[src/rtl/alu_muldiv.sv]
// alu_muldiv: registered EX-stage ALU with iterative radix-2 multiply/divide.
// Simple ops complete in one cycle. MULT/MULTU/DIV/DIVU run WIDTH iterations
// on operand magnitudes. Sign correction is applied in FIN, which then writes HI/LO.
//
// state | meaning
// IDLE  | waiting for start; simple ops computed here
// MUL   | one shift-add step per cycle on magnitudes
// DIV   | one restoring shift-subtract step per cycle on magnitudes
// FIN   | sign correction, HI/LO write, done pulse
`timescale 1ns/1ps
module alu_muldiv #(
  parameter int WIDTH = 32,
  parameter int CNT_W = $clog2(WIDTH) + 1
) (
  input  logic             clk,
  input  logic             reset,
  input  logic             start,
  input  logic             cancel,
  input  logic [3:0]       op,
  input  logic [WIDTH-1:0] a,
  input  logic [WIDTH-1:0] b,
  output logic [WIDTH-1:0] result,
  output logic             zero,
  output logic             overflow,
  output logic [WIDTH-1:0] hi,
  output logic [WIDTH-1:0] lo,
  output logic             busy,
  output logic             done,
  output logic             div_by_zero
);

  localparam logic [1:0] S_IDLE = 2'd0;
  localparam logic [1:0] S_MUL  = 2'd1;
  localparam logic [1:0] S_DIV  = 2'd2;
  localparam logic [1:0] S_FIN  = 2'd3;

  logic [1:0]         state_q, state_d;
  logic [CNT_W-1:0]   cnt_q, cnt_d;
  logic [2*WIDTH-1:0] acc_q, acc_d;     // mul: {partial, multiplier}; div: {remainder, quotient}
  logic [WIDTH-1:0]   opnd_q, opnd_d;   // multiplicand or divisor magnitude
  logic               neg_q, neg_d;     // negate product / quotient
  logic               rneg_q, rneg_d;   // negate remainder
  logic               dbz_q, dbz_d;     // current divide has b==0
  logic               is_div_q, is_div_d;
  logic               pend_q, pend_d;   // simple op accepted last cycle
  logic [WIDTH-1:0]   result_q, result_d, hi_q, hi_d, lo_q, lo_d;
  logic               zero_q, zero_d, ovf_q, ovf_d, busy_q, busy_d, done_q, done_d;
  logic               dbzf_q, dbzf_d;

  logic [WIDTH-1:0]   alu_res, sum_ab, dif_ab, mag_a, mag_b, quo, rem;
  logic               alu_ovf, is_md, sgn, sa, sb, ge;
  logic [WIDTH:0]     mul_sum, div_tmp, div_dif;
  logic [2*WIDTH-1:0] mul_next, div_next, prod;

  // Simple-op ALU and operand magnitude preparation.
  always_comb begin
    sum_ab  = a + b;
    dif_ab  = a - b;
    alu_res = '0;
    alu_ovf = 1'b0;
    case (op)
      4'b0000: alu_res = a & b;
      4'b0001: alu_res = a | b;
      4'b0010: begin
        alu_res = sum_ab;
        alu_ovf = (a[WIDTH-1] == b[WIDTH-1]) && (sum_ab[WIDTH-1] != a[WIDTH-1]);
      end
      4'b0110: begin
        alu_res = dif_ab;
        alu_ovf = (a[WIDTH-1] != b[WIDTH-1]) && (dif_ab[WIDTH-1] != a[WIDTH-1]);
      end
      4'b0111: alu_res = {{(WIDTH-1){1'b0}}, ($signed(a) < $signed(b))};
      4'b0011: alu_res = {{(WIDTH-1){1'b0}}, (a < b)};
      4'b1100: alu_res = ~(a | b);
      default: alu_res = '0;
    endcase
    is_md = (op[3:2] == 2'b10);
    sgn   = ~op[0];
    sa    = sgn & a[WIDTH-1];
    sb    = sgn & b[WIDTH-1];
    mag_a = sa ? ({WIDTH{1'b0}} - a) : a;
    mag_b = sb ? ({WIDTH{1'b0}} - b) : b;
  end

  // Single iteration datapath for multiply and restoring divide.
  always_comb begin
    mul_sum  = {1'b0, acc_q[2*WIDTH-1:WIDTH]} + (acc_q[0] ? {1'b0, opnd_q} : {(WIDTH+1){1'b0}});
    mul_next = {mul_sum, acc_q[WIDTH-1:1]};
    div_tmp  = {acc_q[2*WIDTH-1:WIDTH], acc_q[WIDTH-1]};
    div_dif  = div_tmp - {1'b0, opnd_q};
    ge       = (div_tmp >= {1'b0, opnd_q});
    div_next = {(ge ? div_dif[WIDTH-1:0] : div_tmp[WIDTH-1:0]), acc_q[WIDTH-2:0], ge};
    prod     = neg_q ? ({(2*WIDTH){1'b0}} - acc_q) : acc_q;
    quo      = neg_q ? ({WIDTH{1'b0}} - acc_q[WIDTH-1:0]) : acc_q[WIDTH-1:0];
    rem      = rneg_q ? ({WIDTH{1'b0}} - acc_q[2*WIDTH-1:WIDTH]) : acc_q[2*WIDTH-1:WIDTH];
  end

  // Next-state logic for the FSM and all output registers.
  always_comb begin
    state_d  = state_q;
    cnt_d    = cnt_q;
    acc_d    = acc_q;
    opnd_d   = opnd_q;
    neg_d    = neg_q;
    rneg_d   = rneg_q;
    dbz_d    = dbz_q;
    is_div_d = is_div_q;
    result_d = result_q;
    zero_d   = zero_q;
    ovf_d    = ovf_q;
    hi_d     = hi_q;
    lo_d     = lo_q;
    dbzf_d   = dbzf_q;
    pend_d   = 1'b0;
    done_d   = pend_q;
    case (state_q)
      S_IDLE: begin
        if (start && !cancel) begin
          dbzf_d = 1'b0;
          if (is_md) begin
            is_div_d = op[1];
            neg_d    = sa ^ sb;
            rneg_d   = sa;
            dbz_d    = op[1] && (b == '0);
            cnt_d    = '0;
            if (op[1]) begin
              acc_d   = {{WIDTH{1'b0}}, mag_a};
              opnd_d  = mag_b;
              state_d = S_DIV;
            end else begin
              acc_d   = {{WIDTH{1'b0}}, mag_b};
              opnd_d  = mag_a;
              state_d = S_MUL;
            end
          end else begin
            result_d = alu_res;
            zero_d   = (alu_res == '0);
            ovf_d    = alu_ovf;
            pend_d   = 1'b1;
          end
        end
      end
      S_MUL, S_DIV: begin
        if (cancel) begin
          state_d = S_IDLE;
        end else begin
          acc_d = (state_q == S_MUL) ? mul_next : div_next;
          cnt_d = cnt_q + CNT_W'(1);
          if (cnt_q == CNT_W'(WIDTH-1)) state_d = S_FIN;
        end
      end
      default: begin
        if (is_div_q) begin
          lo_d   = dbz_q ? {WIDTH{1'b1}} : quo;
          hi_d   = rem;
          dbzf_d = dbz_q;
        end else begin
          {hi_d, lo_d} = prod;
        end
        done_d  = 1'b1;
        state_d = S_IDLE;
      end
    endcase
    busy_d = (state_d != S_IDLE);
  end

  // State registers with synchronous reset.
  always_ff @(posedge clk) begin
    if (reset) begin
      state_q  <= S_IDLE;
      cnt_q    <= '0;
      acc_q    <= '0;
      opnd_q   <= '0;
      neg_q    <= 1'b0;
      rneg_q   <= 1'b0;
      dbz_q    <= 1'b0;
      is_div_q <= 1'b0;
      pend_q   <= 1'b0;
      result_q <= '0;
      zero_q   <= 1'b0;
      ovf_q    <= 1'b0;
      hi_q     <= '0;
      lo_q     <= '0;
      busy_q   <= 1'b0;
      done_q   <= 1'b0;
      dbzf_q   <= 1'b0;
    end else begin
      state_q  <= state_d;
      cnt_q    <= cnt_d;
      acc_q    <= acc_d;
      opnd_q   <= opnd_d;
      neg_q    <= neg_d;
      rneg_q   <= rneg_d;
      dbz_q    <= dbz_d;
      is_div_q <= is_div_d;
      pend_q   <= pend_d;
      result_q <= result_d;
      zero_q   <= zero_d;
      ovf_q    <= ovf_d;
      hi_q     <= hi_d;
      lo_q     <= lo_d;
      busy_q   <= busy_d;
      done_q   <= done_d;
      dbzf_q   <= dbzf_d;
    end
  end

  assign result      = result_q;
  assign zero        = zero_q;
  assign overflow    = ovf_q;
  assign hi          = hi_q;
  assign lo          = lo_q;
  assign busy        = busy_q;
  assign done        = done_q;
  assign div_by_zero = dbzf_q;

endmodule

[config.mk]
export PLATFORM = sky130hd
export DESIGN_NAME = alu_muldiv
export DESIGN_NICKNAME = d
export VERILOG_FILES = /design/src/rtl/alu_muldiv.sv
export SDC_FILE = /design/constraint.sdc
export NUM_CORES = 1
export LEC_CHECK = 0
export CAP_MARGIN = 20
export CORE_ASPECT_RATIO = 0.5
export CORE_MARGIN = 2
export CORE_UTILIZATION = 30
export DETAILED_ROUTE_END_ITERATION = 6
export PLACE_DENSITY = 0.51
export SYNTH_ARGS = -nofsm -noshare
export SYNTH_HDL_FRONTEND = slang
export SYNTH_SLANG_ARGS = --single-unit
[constraint.sdc]
create_clock -name clk -period 7.55 [get_ports clk]
set_clock_uncertainty 0.2 [all_clocks]
set_input_delay 1.51 -clock clk [delete_from_list [all_inputs] [get_ports clk]]
set_output_delay 1.51 -clock clk [all_outputs]
set_load 0.005 [all_outputs]
==> impl_metrics.yaml <==
outcome:
  status: "finished, final reports clean"
routing:
  via_per_inst: 5.59
  vias: 21642
  wl_per_cell_um: 21.3
  ant_nets: 0
  drt_iter0_markers: 2000
  wl_um: 82400
  drc_errors: 0
  drt_pass1_iterations: 5
final_layout:
  finalNonFillerCells: 3870
  drive_above_1_share: 0.0571
  multiInputGateArea_um2: 15300
  final_cell_mix: "nor2_1, dfxtp_1, a21oi_1"
  final_common_cell: "nor2_1"
  nFillCells: 7344
  final_core_util: 0.351
  final_area_um2: 24100
  fin_nets: 3186
  synthToLayoutAreaGrowth_pct: 16.0
  regArea_um2: 4200
floorplan:
  fp-row-count: 68
  start_util: 0.303
  die_w_um: 377
  core_um2: 68800
  dieArea_um2: 71700
  io_pins: 173
  dieHeight_um: 190
worst_setup_path:
  crit_path_cell_trace: "clkdlybuf4s50_1 > inv_1 > ha_1 > or4_4 > or4_1 > a31oi_2 > nor3_2 > o21ai_2 > o21ai_2 > or3_4 > a211oi_1 > o2111ai_1 > nor4_1 > nand4_1 > o31ai_2"
  r2r_slack_ns: 2.37
  r2r_start: "acc_q[31]"
  crit_start: "b[10]"
  r2r.worst_path.cells: 13
  cp.arrival_ns: 5.94
  cp.required_ns: 7.84
  r2r-end: "acc_q[39]"
  cpPeakStageDelay_ns: 0.59
  cp-end-kind: "register"
  setup.worst_path.start_class: "primary input"
  critPathMaxFanout: 11
  endpoint: "zero"
  crit_slowest_cell: "clkdlybuf4s50_1"
  crit_type: "primary input to register"
  crit_path_frequent_cell: "o21ai_2"
clock_tree:
  insertion_delay_ns: 0.61
  holdBufCountCts: 0
  cts_max_level: 1
  cts_tree: "done"
  cts_buffer_depth: 3
  ctsResizeCount: 0
  clkSlewWorstSetupHoldPaths_ns: 0.06
  post_cts_buffers: 0
  cts-root-buf: "clkbuf_16"
  cts_sinks: 210
  cts_buffers: 26
logic_synthesis:
  yosysSeqAreaShare: 0.202
  synthesis.area_um2: 20800
  synth_cells: 2902
  ys.warnings.count: 0
  synth_nets: 3149
  syn_area_per_cell_um2: 7.18
  synth_edf_count: 0
  ys_types: 88
  synth.ff_latch_count: 210
  synth-async-reset-ratio: 0
  ys.flop_type: "dfxtp_1"
placement:
  postPlaceCellArea_um2: 23300
  dp_slack_ns: 1.27
  placedCellCount: 3820
  place_congestion: 0.930
  dp_hpwl_um: 63700
  numPortBuffers: 172
power:
  power_density_nw_per_um2: 151
  power_mw: 3.64
  ir_drop_mv: 0.155
  power_leakage_nw: 9.35
global_route:
  antenna_found_initial: 2
  grt_pass1_wl_um: 126000
  first_global_vias: 20137
  grtUsageTotal: 0.223
  overflow: 0
  grt_max_degree: 91
worst_hold_path:
  hold_class: "register to register"
sta:
  hold_slack_ns: 0.262
  layout_min_cycle_time_ns: 5.64
  finalCritPeriodShare: 0.747
  max_clock_freq_mhz: 177
  setup_slack_ns: 1.91
  max_slew_margin: 0.336
  hold_viol: 0
  worstMarginPinSlew_ns: 0.993
  setup_violations: 0
  setup_tns_ns: 0
  rsz0062_at_grt: "false"
  slew_violations: 0
flow_run:
  timing.max_cap.violations: 0
==> cell type report <==
| type | instances | share of cell area |
|---|---|---|
| well taps | 910 | 0.0472 |
| clock buffers | 36 | 0.0306 |
| clock inverters | 11 | 0.00446 |
| flip-flops and latches | 210 | 0.174 |
| multi-input cells | 2335 | 0.635 |
| diodes | 2 | 0.000207 |
| inverters | 158 | 0.0246 |
| repair buffers | 208 | 0.0836 |
==> how the worst min path moves through the flow <==
stage | startpoint | endpoint | slack, ns | depth (start not counted)
global placement | result[5] | result[5] | 0.25 | 2
finish | result[5] | result[5] | 0.26 | 2
floorplan | pend_q | done | 0.21 | 2
CTS | result[5] | result[5] | 0.26 | 2
detailed placement | result[5] | result[5] | 0.25 | 2
global route | result[5] | result[5] | 0.28 | 2
==> flip-flops by register name (all words and copies together) (netlist names), 2 cells and up <==
name / flops
hi: 32
cnt_q: 6
acc_q: 64
state_q: 2
lo: 32
result: 32
opnd_q: 32
==> cell usage after synthesis (31+ instances only) <==
cell,number,share of area
nor2_1,437,0.079
dfxtp_1,210,0.20
a21oi_1,196,0.047
nand2_1,190,0.034
a211oi_1,174,0.063
ha_1,171,0.10
clkbuf_1,168,0.030
inv_1,156,0.028
o21ai_0,154,0.037
xnor2_1,119,0.050
nor3_1,107,0.026
xor2_1,63,0.026
a21o_1,51,0.018
nand3_1,51,0.012
a31oi_1,41,0.012
a22oi_1,40,0.014
mux2i_1,39,0.019
nand2b_1,32,0.0096
mux2_2,31,0.017
==> critical path, delay by kind of cell <==
family / cells / cell delay (ns)
buffers and inverters: 2 / 0.77
adder cells (fa/ha/maj): 1 / 0.46
AND/OR/NAND/NOR: 6 / 1.94
AO/OA/AOI/OAI: 6 / 1.24
==> report_power, final <==
part	internal [mW]	switching (mW)
Combinational	0.449	0.728
Clock	0.719	0.559
Sequential	1.14	0.0442
==> cells by family after synthesis <==
family | count (synthesis) | share of synthesized area
muxes | 70 | 0.0355
AOI/OAI and AO/OA | 917 | 0.296
adders and majority gates | 175 | 0.107
buffers and inverters | 357 | 0.0648
xor gates and xnor gates | 182 | 0.0766
DFF | 210 | 0.202
and+or+nand+nor | 991 | 0.218
==> routing by layer <==
| metal | track usage | up-vias | wire length (um) |
|---|---|---|---|
| met4 | 0.0442 | 0 | 1610 |
| met3 | 0.0227 | 80 | 3940 |
| li1 | - | 10578 | - |
| met2 | 0.358 | 567 | 36600 |
| met1 | 0.321 | 10417 | 40300 |
| met5 | 0 | - | 0 |
(Power assumes the default switching activity.)
